--- src/rtl/reg_wb_if.sv ---
// Bundle of the register-file write-back port: ALU/link request, MDU result handshake,
// and the registered write port plus decode-side busy/stall indications.
interface reg_wb_if #(
  parameter int DATA_W = 32
);
  logic              alu_valid_i;
  logic [4:0]        alu_addr_i;
  logic [DATA_W-1:0] alu_data_i;
  logic              link_i;
  logic [31:0]       pc_4_i;
  logic              mdu_valid_i;
  logic              mdu_ready_o;
  logic [4:0]        mdu_addr_i;
  logic [DATA_W-1:0] mdu_data_i;
  logic              RegWrite_o;
  logic [4:0]        RDaddr_o;
  logic [DATA_W-1:0] RDdata_o;
  logic [31:0]       busy_o;
  logic              stall_o;

  // MDU handshake: a result transfers in any cycle where mdu_valid_i && mdu_ready_o;
  // the offer may be held across cycles and carries no other ordering obligation.
  modport master (
    output alu_valid_i, alu_addr_i, alu_data_i, link_i, pc_4_i,
    output mdu_valid_i, mdu_addr_i, mdu_data_i,
    input  mdu_ready_o, RegWrite_o, RDaddr_o, RDdata_o, busy_o, stall_o
  );

  modport slave (
    input  alu_valid_i, alu_addr_i, alu_data_i, link_i, pc_4_i,
    input  mdu_valid_i, mdu_addr_i, mdu_data_i,
    output mdu_ready_o, RegWrite_o, RDaddr_o, RDdata_o, busy_o, stall_o
  );
endinterface

--- src/rtl/reg_wb_writer.sv ---
// Merges ALU/link results and queued MDU results onto one register-file write port.
// Optional WB_PERF_CNT_EN adds stall-cycle and squashed-entry counters.
module reg_wb_writer #(
  parameter int DEPTH      = 4,
  parameter int STARVE_MAX = 8,
  parameter int DATA_W     = 32
) (
  input  logic        clk_i,
  input  logic        rst_i,
  reg_wb_if.slave     wb
`ifdef WB_PERF_CNT_EN
  ,
  output logic [31:0] stall_cnt_o,
  output logic [31:0] squash_cnt_o
`endif
);
  localparam int AW = $clog2(DEPTH);
  localparam int CW = $clog2(STARVE_MAX + 1);

  logic [AW:0]       wr_ptr_q, wr_ptr_d, rd_ptr_q, rd_ptr_d;
  logic [4:0]        addr_q [DEPTH];
  logic [DATA_W-1:0] data_q [DEPTH];
  logic [DEPTH-1:0]  vld_q, vld_d, squash_vec;
  logic [CW-1:0]     cnt_q, cnt_d;
  logic              rw_q, rw_d, stall_q, stall_d;
  logic [4:0]        rd_addr_q, rd_addr_d, alu_addr;
  logic [DATA_W-1:0] rd_data_q, rd_data_d, alu_data;
  logic [AW-1:0]     wr_idx, rd_idx;
  logic              empty, full, push, pop;
  logic [31:0]       busy;

  assign wr_idx = wr_ptr_q[AW-1:0];
  assign rd_idx = rd_ptr_q[AW-1:0];
  assign empty  = (wr_ptr_q == rd_ptr_q);
  assign full   = (wr_ptr_q[AW] != rd_ptr_q[AW]) && (wr_idx == rd_idx);
  assign push   = wb.mdu_valid_i && !full;
  assign pop    = !wb.alu_valid_i && !empty;

  always_comb begin
    alu_addr   = wb.link_i ? 5'd31 : wb.alu_addr_i;
    alu_data   = wb.link_i ? DATA_W'(wb.pc_4_i) : wb.alu_data_i;
    squash_vec = '0;
    // Older queued results to the ALU's target are dead; writes to $0 never count.
    for (int i = 0; i < DEPTH; i++) begin
      squash_vec[i] = wb.alu_valid_i && (alu_addr != 5'd0) && vld_q[i] &&
                      (addr_q[i] == alu_addr);
    end
    vld_d = vld_q & ~squash_vec;
    if (pop)  vld_d[rd_idx] = 1'b0;
    if (push) vld_d[wr_idx] = 1'b1;
    wr_ptr_d = push ? wr_ptr_q + 1'b1 : wr_ptr_q;
    rd_ptr_d = pop  ? rd_ptr_q + 1'b1 : rd_ptr_q;

    rw_d      = 1'b0;
    rd_addr_d = '0;
    rd_data_d = '0;
    if (wb.alu_valid_i) begin
      rw_d      = (alu_addr != 5'd0);
      rd_addr_d = alu_addr;
      rd_data_d = alu_data;
    end else if (pop) begin
      rw_d      = vld_q[rd_idx] && (addr_q[rd_idx] != 5'd0);
      rd_addr_d = addr_q[rd_idx];
      rd_data_d = data_q[rd_idx];
    end

    // Non-empty without a pop means the ALU took the port this cycle.
    if (empty || pop)                    cnt_d = '0;
    else if (cnt_q != CW'(STARVE_MAX))   cnt_d = cnt_q + CW'(1);
    else                                 cnt_d = cnt_q;
    stall_d = (cnt_q == CW'(STARVE_MAX)) && !pop;

    busy = '0;
    for (int i = 0; i < DEPTH; i++) begin
      if (vld_q[i]) busy[addr_q[i]] = 1'b1;
    end
    busy[0] = 1'b0;
  end

  always_ff @(posedge clk_i) begin
    if (rst_i) begin
      wr_ptr_q  <= '0;
      rd_ptr_q  <= '0;
      vld_q     <= '0;
      cnt_q     <= '0;
      rw_q      <= 1'b0;
      rd_addr_q <= '0;
      rd_data_q <= '0;
      stall_q   <= 1'b0;
    end else begin
      wr_ptr_q  <= wr_ptr_d;
      rd_ptr_q  <= rd_ptr_d;
      vld_q     <= vld_d;
      cnt_q     <= cnt_d;
      rw_q      <= rw_d;
      rd_addr_q <= rd_addr_d;
      rd_data_q <= rd_data_d;
      stall_q   <= stall_d;
    end
  end

  always_ff @(posedge clk_i) begin
    if (push) begin
      addr_q[wr_idx] <= wb.mdu_addr_i;
      data_q[wr_idx] <= wb.mdu_data_i;
    end
  end

  assign wb.mdu_ready_o = !full;
  assign wb.RegWrite_o  = rw_q;
  assign wb.RDaddr_o    = rd_addr_q;
  assign wb.RDdata_o    = rd_data_q;
  assign wb.busy_o      = busy;
  assign wb.stall_o     = stall_q;

`ifdef WB_PERF_CNT_EN
  logic [31:0] stall_cnt_q, squash_cnt_q, squash_n;

  always_comb begin
    squash_n = '0;
    for (int i = 0; i < DEPTH; i++) squash_n = squash_n + 32'(squash_vec[i]);
  end

  always_ff @(posedge clk_i) begin
    if (rst_i) begin
      stall_cnt_q  <= '0;
      squash_cnt_q <= '0;
    end else begin
      stall_cnt_q  <= stall_cnt_q + 32'(stall_q);
      squash_cnt_q <= squash_cnt_q + squash_n;
    end
  end

  assign stall_cnt_o  = stall_cnt_q;
  assign squash_cnt_o = squash_cnt_q;
`endif
endmodule

--- src/flat_wrapper.sv ---
// flat-port wrapper written by rule: the top's interface ports become plain ports
module reg_wb_writer_flat 
#(
  parameter int DEPTH      = 4,
  parameter int STARVE_MAX = 8,
  parameter int DATA_W     = 32
)
  (clk_i, rst_i, wb_alu_valid_i, wb_alu_addr_i, wb_alu_data_i, wb_link_i, wb_pc_4_i, wb_mdu_valid_i, wb_mdu_addr_i, wb_mdu_data_i, wb_mdu_ready_o, wb_RegWrite_o, wb_RDaddr_o, wb_RDdata_o, wb_busy_o, wb_stall_o);
  reg_wb_if #(.DATA_W(DATA_W)) wb_i ();
  input  logic clk_i;
  input  logic rst_i;
  input wire logic [$bits(wb_i.alu_valid_i)-1:0] wb_alu_valid_i;
  input wire logic [$bits(wb_i.alu_addr_i)-1:0] wb_alu_addr_i;
  input wire logic [$bits(wb_i.alu_data_i)-1:0] wb_alu_data_i;
  input wire logic [$bits(wb_i.link_i)-1:0] wb_link_i;
  input wire logic [$bits(wb_i.pc_4_i)-1:0] wb_pc_4_i;
  input wire logic [$bits(wb_i.mdu_valid_i)-1:0] wb_mdu_valid_i;
  input wire logic [$bits(wb_i.mdu_addr_i)-1:0] wb_mdu_addr_i;
  input wire logic [$bits(wb_i.mdu_data_i)-1:0] wb_mdu_data_i;
  output wire logic [$bits(wb_i.mdu_ready_o)-1:0] wb_mdu_ready_o;
  output wire logic [$bits(wb_i.RegWrite_o)-1:0] wb_RegWrite_o;
  output wire logic [$bits(wb_i.RDaddr_o)-1:0] wb_RDaddr_o;
  output wire logic [$bits(wb_i.RDdata_o)-1:0] wb_RDdata_o;
  output wire logic [$bits(wb_i.busy_o)-1:0] wb_busy_o;
  output wire logic [$bits(wb_i.stall_o)-1:0] wb_stall_o;
  assign wb_i.alu_valid_i = wb_alu_valid_i;
  assign wb_i.alu_addr_i = wb_alu_addr_i;
  assign wb_i.alu_data_i = wb_alu_data_i;
  assign wb_i.link_i = wb_link_i;
  assign wb_i.pc_4_i = wb_pc_4_i;
  assign wb_i.mdu_valid_i = wb_mdu_valid_i;
  assign wb_i.mdu_addr_i = wb_mdu_addr_i;
  assign wb_i.mdu_data_i = wb_mdu_data_i;
  assign wb_mdu_ready_o = wb_i.mdu_ready_o;
  assign wb_RegWrite_o = wb_i.RegWrite_o;
  assign wb_RDaddr_o = wb_i.RDaddr_o;
  assign wb_RDdata_o = wb_i.RDdata_o;
  assign wb_busy_o = wb_i.busy_o;
  assign wb_stall_o = wb_i.stall_o;
  reg_wb_writer #(.DEPTH(DEPTH), .STARVE_MAX(STARVE_MAX), .DATA_W(DATA_W)) u_core (.clk_i(clk_i), .rst_i(rst_i), .wb(wb_i));
endmodule
--- config.mk ---
export PLATFORM = sky130hd
export DESIGN_NAME = reg_wb_writer_flat
export DESIGN_NICKNAME = d
export VERILOG_FILES = /design/src/rtl/reg_wb_if.sv /design/src/rtl/reg_wb_writer.sv /design/src/flat_wrapper.sv
export SDC_FILE = /design/constraint.sdc
export NUM_CORES = 1
export LEC_CHECK = 0
export BUFFER_PORTS_ARGS = -buffer_cell sky130_fd_sc_hd__buf_2
export CAP_MARGIN = 30
export CORE_ASPECT_RATIO = 0.9
export CORE_MARGIN = 4
export CORE_UTILIZATION = 45
export CTS_CLUSTER_SIZE = 14
export DETAILED_ROUTE_END_ITERATION = 6
export GPL_TIMING_DRIVEN = 0
export HOLD_SLACK_MARGIN = 0.02
export PLACE_DENSITY_LB_ADDON = 0.15
export SYNTH_ARGS = -nofsm -noshare
export SYNTH_HDL_FRONTEND = slang
export SYNTH_SLANG_ARGS = --single-unit
--- constraint.sdc ---
create_clock -name clk_i -period 2.51 [get_ports clk_i]
set_clock_uncertainty 0.15 [all_clocks]
set_input_delay 0.251 -clock clk_i [delete_from_list [all_inputs] [get_ports clk_i]]
set_output_delay 0.251 -clock clk_i [all_outputs]
set_load 0.005 [all_outputs]
==> impl_metrics.csv <==
group,metric,value,unit
status,status,"finished, final reports clean",
sta,hold_ws,0.02473,ns
logic_synthesis,avgSynthCellArea,12.93,µm²
drt,dr_total_vias,7479,
sta,finalCritPeriodShare,98.16,%
drt,routedWlPerCell,19.84,µm
power,p_sw,2.235,mW
drt,routed_wl,26440,µm
logic_synthesis,synth_top_family_by_area,"multiplexers",
die,die_area,0.02353,mm²
sta,worst_pin_slew,0.7606,ns
die,ios,183,
logic_synthesis,syn-cell-area,0.009513,mm²
logic_synthesis,async_reset_ff_share,0,%
die,fp-row-count,50,
power,p_per_area,700.2,mW/mm²
setup_path,cp.arrival,2.65,ns
power,clock_power_share,37.0,%
sta,slew_headroom,49.30,%
drt,drtIter0Drc,641,
logic_synthesis,synth_top_cell_area_share,46.72,%
logic_synthesis,synth_compound_area_share,11.26,%
logic_synthesis,syn_nets,857,
logic_synthesis,ys_types,57,
die,die_w,161.3,µm
global_routing,overflow,0,
logic_synthesis,synth.most_common_cell,"edfxtp_1",
sta,maxSlewViolCount,0,
setup_path,cp_max_fo,10,
power,ir_worst_vdd,0.4591,mV
run,max_cap_viol_count,0,
finish,area_growth,32.51,%
power,p_sw_share,25.32,%
sta,final_hold_viol_count,0,
finish,n_antenna_cell,0,
logic_synthesis,ys_ff_latch,203,
global_routing,grt_antenna_before_repair,0,
cts,cts_root_buffer,"clkbuf_16",
finish,fin_nets,1153,
finish,fill_cells,1718,
placement,place_ws,0.05685,ns
drt,vias_per_cell,5.611,
logic_synthesis,muxShareOfSynthArea,12.81,%
global_routing,grt_use_total,22.00,%
cts,clk_pin_slew_worst_paths,0.07,ns
cts,cts_tree,"yes",
sta,rsz0062_at_grt,"false",
logic_synthesis,synth_xor_area_share,1.657,%
logic_synthesis,synth_ff_type,"edfxtp_1",
finish,layout-drive-gt1-share,29.99,%
logic_synthesis,netlist_top_cells_count,"edfxtp_1, nor2_1, dfxtp_1",
sta,fmax,405.9,MHz
setup_path,crit_type,"reg2reg",
power,p_int,6.592,mW
die,fp.dieH,145.9,µm
logic_synthesis,ys_seq_area_share,58.29,%
placement,place_congestion,0.9023,
setup_path,crit_required,2.70,ns
logic_synthesis,synthCells,736,
die,core,0.02077,mm²
setup_path,cp-start-kind,"register",
global_routing,grt_max_degree,34,
power,static-leakage-power,4.832,nW
setup_path,cp-end-kind,"register",
logic_synthesis,synth_fa_ha_area_share,1.315,%
drt,ant_nets,0,
cts,clk_latency,0.50,ns
power,p_seq_share,44.3,%
drt,drc,0,
hold_path,hold_class,"in2reg",
cts,cts_sinks,203,
finish,final_core_util,60.69,%
logic_synthesis,synth_edf_count,148,
logic_synthesis,yosys-top-cells-area,"edfxtp_1, dfxtp_1, mux4_2",
cts,max-clock-path-buffers,3,
logic_synthesis,yosysWarningCount,0,
logic_synthesis,yosys.area_share.simple,11.15,%
sta,layout_setup_ws,0.04616,ns
placement,io_buffers,181,
power,comb_power_share,18.7,%
logic_synthesis,yosys.area.top_type,"edfxtp_1",
cts,htree_levels,1,
sta,period_needed,2.464,ns
sta,setup-violations-final,0,
drt,first_pass_iters,5,
global_routing,grt_pass1_wl,41310,µm
die,initial_core_util,45.80,%
placement,hpwl,17570,µm
cts,numCtsBuffers,21,
global_routing,grt_pass1_vias,7460,
-- state kept, by name, summed over array words and instances (netlist names), 3 cells and up, named ones only --
| signal | count |
|---|---|
| u_core.vld_q | 4 |
| u_core.cnt_q | 4 |
| u_core.wb.RDaddr_o | 5 |
| u_core.data_q | 128 |
| u_core.wr_ptr_q | 3 |
| u_core.wb.RDdata_o | 32 |
| u_core.rd_ptr_q | 3 |
| u_core.addr_q | 20 |
-- logic make-up after synthesis --
group                      count (synthesis)
DFF                                      203
xor gates and xnor gates                  18
muxes                                     73
other                                      1
adders and majority gates                 10
AOI/OAI and AO/OA                        145
buffers and inverters                     82
and+or+nand+nor                          204
-- critical path, cell delays in order, from the launching register on --
cell	delay, ns
dfxtp_1	0.30
clkbuf_1	0.56
mux4_2	0.44
or4_1	0.58
o211ai_2	0.16
a21oi_1	0.13
-- layer usage --
metal  track usage (%)  vias up  share of wire (%)
li1                  -     3475                  -
met4             6.780        0                2.8
met3             3.427       54                7.1
met5                 0        -                  0
met1             30.24     3609                 43
met2             36.31      341                 48
-- area by class of cell --
type	instances	area (µm²)	share of cell area (%)
plain buffers	52	235.2	1.866
clock buffers	29	598.1	4.744
clock inverters	9	135.1	1.072
inverters	18	67.56	0.5360
multi-input cells	451	3707	29.41
flip-flops and latches	203	5545	43.99
well taps	286	357.8	2.839
repair buffers	285	1959	15.54
-- power groups by stage --
stage / logic, mW / clock network [mW] / registers, mW
CTS: 1.66 / 3.33 / 3.91
finish: 1.65 / 3.26 / 3.91
global placement: 1.49 / 0 / 3.97
detailed placement: 1.52 / 0 / 3.97
floorplan: 0.987 / 0 / 3.97
global route: 1.80 / 3.48 / 3.93
-- stage by stage --
step                      TNS [ns]  instance area (µm²)  instances  power [mW]
after floorplan                  0                 9513        736       4.956
after global placement      -84.36                10780       1203       5.468
after detailed placement         0                10870       1210       5.496
after CTS                 -0.05385                12560       1334       8.899
after global routing             0                12610       1333       9.213
final                            0                12610       1333       8.826
-- cells in the final DEF (no fill, tap or decap), types with 7 or more instances in the layout --
cell,Yosys,final
buf_2,9,194
edfxtp_1,148,148
dlygate4sd3_1,0,93
nor2_1,80,79
dfxtp_1,55,55
mux4_2,35,35
mux2i_1,34,34
a31oi_1,32,32
clkbuf_1,50,30
clkbuf_16,0,23
nand2_1,21,21
a22oi_1,17,17
o22ai_1,16,16
a221o_1,16,16
o221ai_1,16,16
clkbuf_2,0,14
nand3_1,16,14
inv_1,16,12
nand3b_1,12,12
and3_1,10,10
nor3_1,13,10
xnor2_1,10,10
ha_1,10,10
a21oi_1,9,9
xor2_1,8,8
nor4b_1,7,7
-- timing repair --
action | CTS | global route
pin swaps | 0 | 2
endpoints found under the hold margin | 177 | 0
gates resized for setup | 15 | 23
endpoints found under the setup margin | 26 | 30
setup buffers | 0 | 4
hold buffers | 93 | 0
-- worst paths after layout --
check	from	endpoint	slack, ns	cells after the start
worst min-delay path	wb_alu_data_i[18]	u_core.wb.RDdata_o[18]	0.02	5
worst max-delay path	register	u_core.wb.RegWrite_o	0.05	5
worst min register to register	u_core.wr_ptr_q[2]	u_core.wr_ptr_q[2]	0.39	2
worst max register to register	register	u_core.wb.RegWrite_o	0.05	5
Power figures use the tool's default switching activity.
